## src/rtl/decoder_share_arbiter.sv

```systemverilog
// decoder_share_arbiter
//   Round-robin arbiter/sequencer that time-shares one combinational decoder
//   among NREQ requesters. A winner's code is registered onto dec_in. It is held
//   for SETTLE cycles, and then dec_out is captured. The result is returned to
//   the requester over a valid/ready response channel, tagged with its index.
//
// Ports
//   clock, reset           rising-edge clock, asynchronous active-high reset
//   req_valid[NREQ]        per-requester request (held until req_ready seen)
//   req_code[NREQ*CODE_W]  packed request codes, requester i at [i*CODE_W +: CODE_W]
//   req_ready[NREQ]        one-hot accept, combinational, only while idle
//   dec_in[CODE_W]         registered drive to the shared decoder input
//   dec_out[OUT_W]         shared decoder result
//   rsp_valid/rsp_ready    response handshake
//   rsp_id, rsp_data       served requester index and captured decoder result
//   busy                   high whenever a transaction is in progress
//
// Optional feature (macro DECODER_SHARE_ARBITER_STATS_EN)
//   Adds grant_cnt[NREQ*16], one saturating 16-bit grant counter per requester.
module decoder_share_arbiter #(
    parameter int NREQ   = 4,
    parameter int CODE_W = 7,
    parameter int OUT_W  = 16,
    parameter int SETTLE = 2,
    localparam int ID_W  = (NREQ > 1) ? $clog2(NREQ) : 1
) (
    input  logic                   clock,
    input  logic                   reset,
    input  logic [NREQ-1:0]        req_valid,
    input  logic [NREQ*CODE_W-1:0] req_code,
    output logic [NREQ-1:0]        req_ready,
    output logic [CODE_W-1:0]      dec_in,
    input  logic [OUT_W-1:0]       dec_out,
    output logic                   rsp_valid,
    output logic [ID_W-1:0]        rsp_id,
    output logic [OUT_W-1:0]       rsp_data,
    input  logic                   rsp_ready,
    output logic                   busy
`ifdef DECODER_SHARE_ARBITER_STATS_EN
    ,
    output logic [NREQ*16-1:0]     grant_cnt
`endif
);

    localparam int CNT_W = (SETTLE > 1) ? $clog2(SETTLE) : 1;

    typedef enum logic [1:0] {
        S_IDLE,
        S_SETTLE,
        S_RESP
    } state_t;

    state_t            state_q, state_d;
    logic [ID_W-1:0]   rr_ptr_q, rr_ptr_d;
    logic [CNT_W-1:0]  cnt_q, cnt_d;
    logic [CODE_W-1:0] dec_in_q, dec_in_d;
    logic              rsp_valid_q, rsp_valid_d;
    logic [ID_W-1:0]   rsp_id_q, rsp_id_d;
    logic [OUT_W-1:0]  rsp_data_q, rsp_data_d;

    logic              found;
    logic [ID_W-1:0]   win;
    logic [ID_W:0]     probe;
    logic              grant_fire;

    // Rotating priority search: probe indices rr_ptr, rr_ptr+1, ... modulo
    // NREQ. One extra bit in probe keeps the sum from overflowing before the wrap.
    always_comb begin
        found = 1'b0;
        win   = '0;
        probe = '0;
        for (int j = 0; j < NREQ; j++) begin
            probe = {1'b0, rr_ptr_q} + (ID_W+1)'(j);
            if (probe >= (ID_W+1)'(NREQ)) begin
                probe = probe - (ID_W+1)'(NREQ);
            end
            if (!found && req_valid[probe[ID_W-1:0]]) begin
                found = 1'b1;
                win   = probe[ID_W-1:0];
            end
        end
    end

    assign grant_fire = (state_q == S_IDLE) && found;

    // Gate the accept with reset so that nothing is granted while reset is asserted.
    assign req_ready = (grant_fire && !reset) ? (NREQ'(1) << win) : '0;

    always_comb begin
        state_d     = state_q;
        rr_ptr_d    = rr_ptr_q;
        cnt_d       = cnt_q;
        dec_in_d    = dec_in_q;
        rsp_valid_d = rsp_valid_q;
        rsp_id_d    = rsp_id_q;
        rsp_data_d  = rsp_data_q;
        case (state_q)
            S_IDLE: begin
                if (found) begin
                    dec_in_d = req_code[win*CODE_W +: CODE_W];
                    rsp_id_d = win;
                    cnt_d    = CNT_W'(SETTLE - 1);
                    rr_ptr_d = (win == ID_W'(NREQ - 1)) ? '0 : win + ID_W'(1);
                    state_d  = S_SETTLE;
                end
            end
            S_SETTLE: begin
                if (cnt_q != '0) begin
                    cnt_d = cnt_q - CNT_W'(1);
                end else begin
                    rsp_data_d  = dec_out;
                    rsp_valid_d = 1'b1;
                    state_d     = S_RESP;
                end
            end
            S_RESP: begin
                if (rsp_valid_q && rsp_ready) begin
                    rsp_valid_d = 1'b0;
                    state_d     = S_IDLE;
                end
            end
            default: begin
                state_d     = S_IDLE;
                rsp_valid_d = 1'b0;
            end
        endcase
    end

    always_ff @(posedge clock or posedge reset) begin
        if (reset) begin
            state_q     <= S_IDLE;
            rr_ptr_q    <= '0;
            cnt_q       <= '0;
            dec_in_q    <= '0;
            rsp_valid_q <= 1'b0;
            rsp_id_q    <= '0;
            rsp_data_q  <= '0;
        end else begin
            state_q     <= state_d;
            rr_ptr_q    <= rr_ptr_d;
            cnt_q       <= cnt_d;
            dec_in_q    <= dec_in_d;
            rsp_valid_q <= rsp_valid_d;
            rsp_id_q    <= rsp_id_d;
            rsp_data_q  <= rsp_data_d;
        end
    end

    assign dec_in    = dec_in_q;
    assign rsp_valid = rsp_valid_q;
    assign rsp_id    = rsp_id_q;
    assign rsp_data  = rsp_data_q;
    assign busy      = (state_q != S_IDLE);

`ifdef DECODER_SHARE_ARBITER_STATS_EN
    logic [NREQ*16-1:0] grant_cnt_q, grant_cnt_d;

    // Saturating per-requester grant counters.
    always_comb begin
        grant_cnt_d = grant_cnt_q;
        if (grant_fire && (grant_cnt_q[win*16 +: 16] != 16'hFFFF)) begin
            grant_cnt_d[win*16 +: 16] = grant_cnt_q[win*16 +: 16] + 16'd1;
        end
    end

    always_ff @(posedge clock or posedge reset) begin
        if (reset) begin
            grant_cnt_q <= '0;
        end else begin
            grant_cnt_q <= grant_cnt_d;
        end
    end

    assign grant_cnt = grant_cnt_q;
`endif

endmodule

```

## config.mk

```make
export PLATFORM = sky130hd
export DESIGN_NAME = decoder_share_arbiter
export DESIGN_NICKNAME = d
export VERILOG_FILES = /design/src/rtl/decoder_share_arbiter.sv
export SDC_FILE = /design/constraint.sdc
export NUM_CORES = 1
export LEC_CHECK = 0
export CORE_UTILIZATION = 30
export CTS_CLUSTER_SIZE = 28
export DETAILED_ROUTE_END_ITERATION = 12
export PLACE_DENSITY = 0.7
export SYNTH_ARGS = -nofsm -noshare
export SYNTH_HDL_FRONTEND = slang
export SYNTH_SLANG_ARGS = --single-unit
```

## constraint.sdc

```tcl
create_clock -name clock -period 3.7 [get_ports clock]
set_input_delay 0.74 -clock clock [delete_from_list [all_inputs] [get_ports clock]]
set_output_delay 0.74 -clock clock [all_outputs]
set_load 0.02 [all_outputs]
```

==> results by group <==
Routing
  • DRT Wirelength: 3580 µm
  • DRC violations left: 0
  • Vias: 1287
  • Detailed Routing Iterations Pass 1: 4
  • Antenna viol nets, final: 0
  • Via density: 4.58
  • DR WL/cell: 12.7 µm
  • DRT iter0 DRCs: 32

Power
  • Clock power share: 14.5%
  • Comb power frac: 54.6%
  • Seq pwr share: 30.9%
  • Switching fraction of total power: 37.5%
  • PwrDens: 801 nW/µm²
  • Peak supply drop: 0.000397 V
  • Pint: 1250 µW
  • Leakage power: 0.00105 µW
  • Switching power of the nets: 751 µW
  • Total power draw: 2000 µW

Cells and area
  • Fillers: 466
  • # nets final: 264
  • Antenna diode instance count: 0
  • Area Overhead vs Synth: 63.6%
  • Share of post-route cells with drive strength above 1: 16.8%

Timing
  • RSZ-0062 raised after global routing: no
  • Max-slew violation count: 0
  • Setup TNS: 0 ps
  • Period minus WS final: 3430 ps
  • Layout Skew: 4.45 ps
  • Headroom to the max-slew limit: 43.2%
  • Max Clk Rate: 291 MHz
  • Fin. Hold Viols: 0
  • Setup violations, final: 0
  • Final Cycle Share: 92.8%
  • Least-Margin Pin Slew: 851 ps

Worst setup path
  • Worst path cell trace: clkdlybuf4s50_1 -> mux2i_1 -> o22ai_2 -> a21oi_4 -> nor4_1 -> clkdlybuf4s50_1
  • Max incr delay on CP: 660 ps
  • Critical Path Sink Type: output port
  • Startpoint Class: input port
  • Worst Path Arrival: 2690 ps
  • Crit path max fanout: 7
  • Cell family with most CP delay: buffers and inverters
  • Crit-path slowest cell: clkdlybuf4s50_1
  • Worst Path Required: 2960 ps
  • Setup CP Type: input port to output port
  • Top cell by count, worst path: clkdlybuf4s50_1
  • CP Buf/Inv Count: 2

Global routing
  • GR Util met2: 20.4%
  • First-pass GRT wire length: 5690 µm
  • Met1 Track Usage GR: 18.5%
  • Initial antenna violation count: 0
  • Met3 usage: 5.08%
  • All-Layer GR Usage: 13.9%
  • Largest net degree at the start of global routing: 23
  • GR peak layer: met2
  • GRT Residual Overflow: 0
  • Vias in the first global route: 1251

Clock network
  • Post-CTS Setup Bufs: 0
  • Clock-pin slew on the worst setup and hold paths: 60 ps
  • Post-CTS Hold Buffers: 0
  • # clock sinks: 31
  • Resized Gates After CTS: 0
  • CTS tree: done
  • Clock Tree Buf Depth: 2
  • Clk Latency, worst-skew pair: 280 ps
  • CTS buffer count: 5
  • # H-tree levels: 2
  • Root buf cell: clkbuf_8

Yosys
  • Post-Syn Nets: 177
  • FF+latch count, synth: 31
  • Syn Std Cell Area: 1530 µm²
  • Async SR Flop Fraction: 100%
  • Commonest cells in the netlist: dfrtp_1 (31), mux2_2 (16), nand2_1 (16), mux2i_1 (15), nor2_1 (8)
  • Yosys warnings: 0
  • Number of distinct library cells after synthesis: 30
  • Average cell area after synthesis: 12.1 µm²
  • Synth area leaders: dfrtp_1 (51%), mux2_2 (12%), mux2i_1 (9.8%)
  • Top-count cell post-synth: dfrtp_1
  • Seq/Total Area, Yosys: 50.7%
  • Cells after Synth: 126
  • Number of flops mapped to enable cells by yosys: 0
  • Post-synth top area cell: dfrtp_1
  • Area fraction of the dominant cell type after synthesis: 50.7%
  • Ys flop type: dfrtp_1

Die
  • Starting Density: 31.7%
  • Number of I/O pins: 82
  • Die area: 5390 µm²
  • Die width: 73.4 µm
  • # rows: 25
  • Placeable Area: 4820 µm²
  • Die Height: 73.4 µm

Hold path
  • Tightest Hold Check Type: flip-flop to flip-flop

Run
  • Maxcap violations: 0

Placed design
  • HPWL Detailed: 2660 µm
  • Routability cong.: 0.662
  • Port Buf Inserts: 81

Run status
  • Status: complete, no violations
## cells in the final DEF (no fill, tap or decap), types with 2 or more instances in the layout
cell / count
mux2i_1: 15
o221ai_1: 7
mux2_2: 16
a21boi_1: 2
clkbuf_8: 7
or2_1: 2
inv_1: 4
dfrtp_1: 31
buf_4: 4
o21ai_0: 2
nand2_1: 16
nor2_1: 8
clkdlybuf4s50_1: 81
a21oi_1: 2
## state kept, by name, indices dropped and copies added, names as in the netlist
| signal | flops |
|---|---|
| rsp_valid | 1 |
| rr_ptr_q | 2 |
| dec_in | 7 |
| cnt_q | 1 |
| state_q | 2 |
| rsp_id | 2 |
| rsp_data | 16 |
## cell type report
class | instances | area (µm²) | share of cell area (%)
clock buffers | 8 | 100 | 4.00
inverters | 4 | 15.0 | 0.600
multi-input cells | 86 | 686 | 27.4
flip-flops and latches | 31 | 776 | 31.0
well taps | 67 | 83.8 | 3.35
repair buffers | 85 | 841 | 33.6
## stage by stage
stage	cell area, µm²	std cells	hold WS, ps	util (%)	setup slack [ps]
global placement	2400	273	459	49.8	354
global route	2500	281	512	51.9	211
CTS	2500	281	486	51.9	292
finish	2500	281	485	51.9	268
detailed placement	2400	273	467	49.8	294
floorplan	1530	126	470	-	1110
## worst paths after layout
path / start / end / slack (ps) / cells after the start
max: req_valid[2] / req_ready[0] / 270 / 6
min: dec_in[0]$_DFFE_PP0P_ / dec_in[0]$_DFFE_PP0P_ / 480 / 2
max reg2reg: rr_ptr_q[1]$_DFFE_PP0P_ / dec_in[2]$_DFFE_PP0P_ / 1900 / 6
min reg2reg: dec_in[0]$_DFFE_PP0P_ / dec_in[0]$_DFFE_PP0P_ / 480 / 2
max in group asynchronous: reset / rsp_data[6]$_DFFE_PP0P_ / 2040 / 3
min in group asynchronous: reset / rsp_valid$_DFFE_PP0P_ / 1010 / 2
## cells by family (layout without fill, tap and decap cells)
kind of cell | after synthesis | after routing | share of synthesized area (%)
AO/OA/AOI/OAI | 20 | 20 | 11.6
XOR/XNOR | 1 | 1 | 0.573
buffers and inverters | 9 | 97 | 4.42
flip-flops | 31 | 31 | 50.7
multiplexers | 31 | 31 | 21.6
AND/OR/NAND/NOR | 34 | 34 | 11.0
## power by group through the flow
stage | clock (µW) | combinational (µW) | sequential, µW
after floorplan | 0 | 503 | 791
after global placement | 0 | 1100 | 618
after detailed placement | 0 | 1110 | 620
after CTS | 301 | 1110 | 619
after global routing | 316 | 1180 | 641
final | 291 | 1090 | 619
## layer usage
| metal | wire length (µm) | up-vias |
|---|---|---|
| li1 | - | 622 |
| met1 | 1670 | 608 |
| met2 | 1610 | 52 |
| met3 | 265 | 5 |
| met4 | 37 | 0 |
| met5 | 0 | - |
## worst min-delay path, stage by stage (launching register included)
cell and delay, ps:
dfrtp_1 340, nand2_1 50, o221ai_1 60
(Power assumes the default switching activity.)
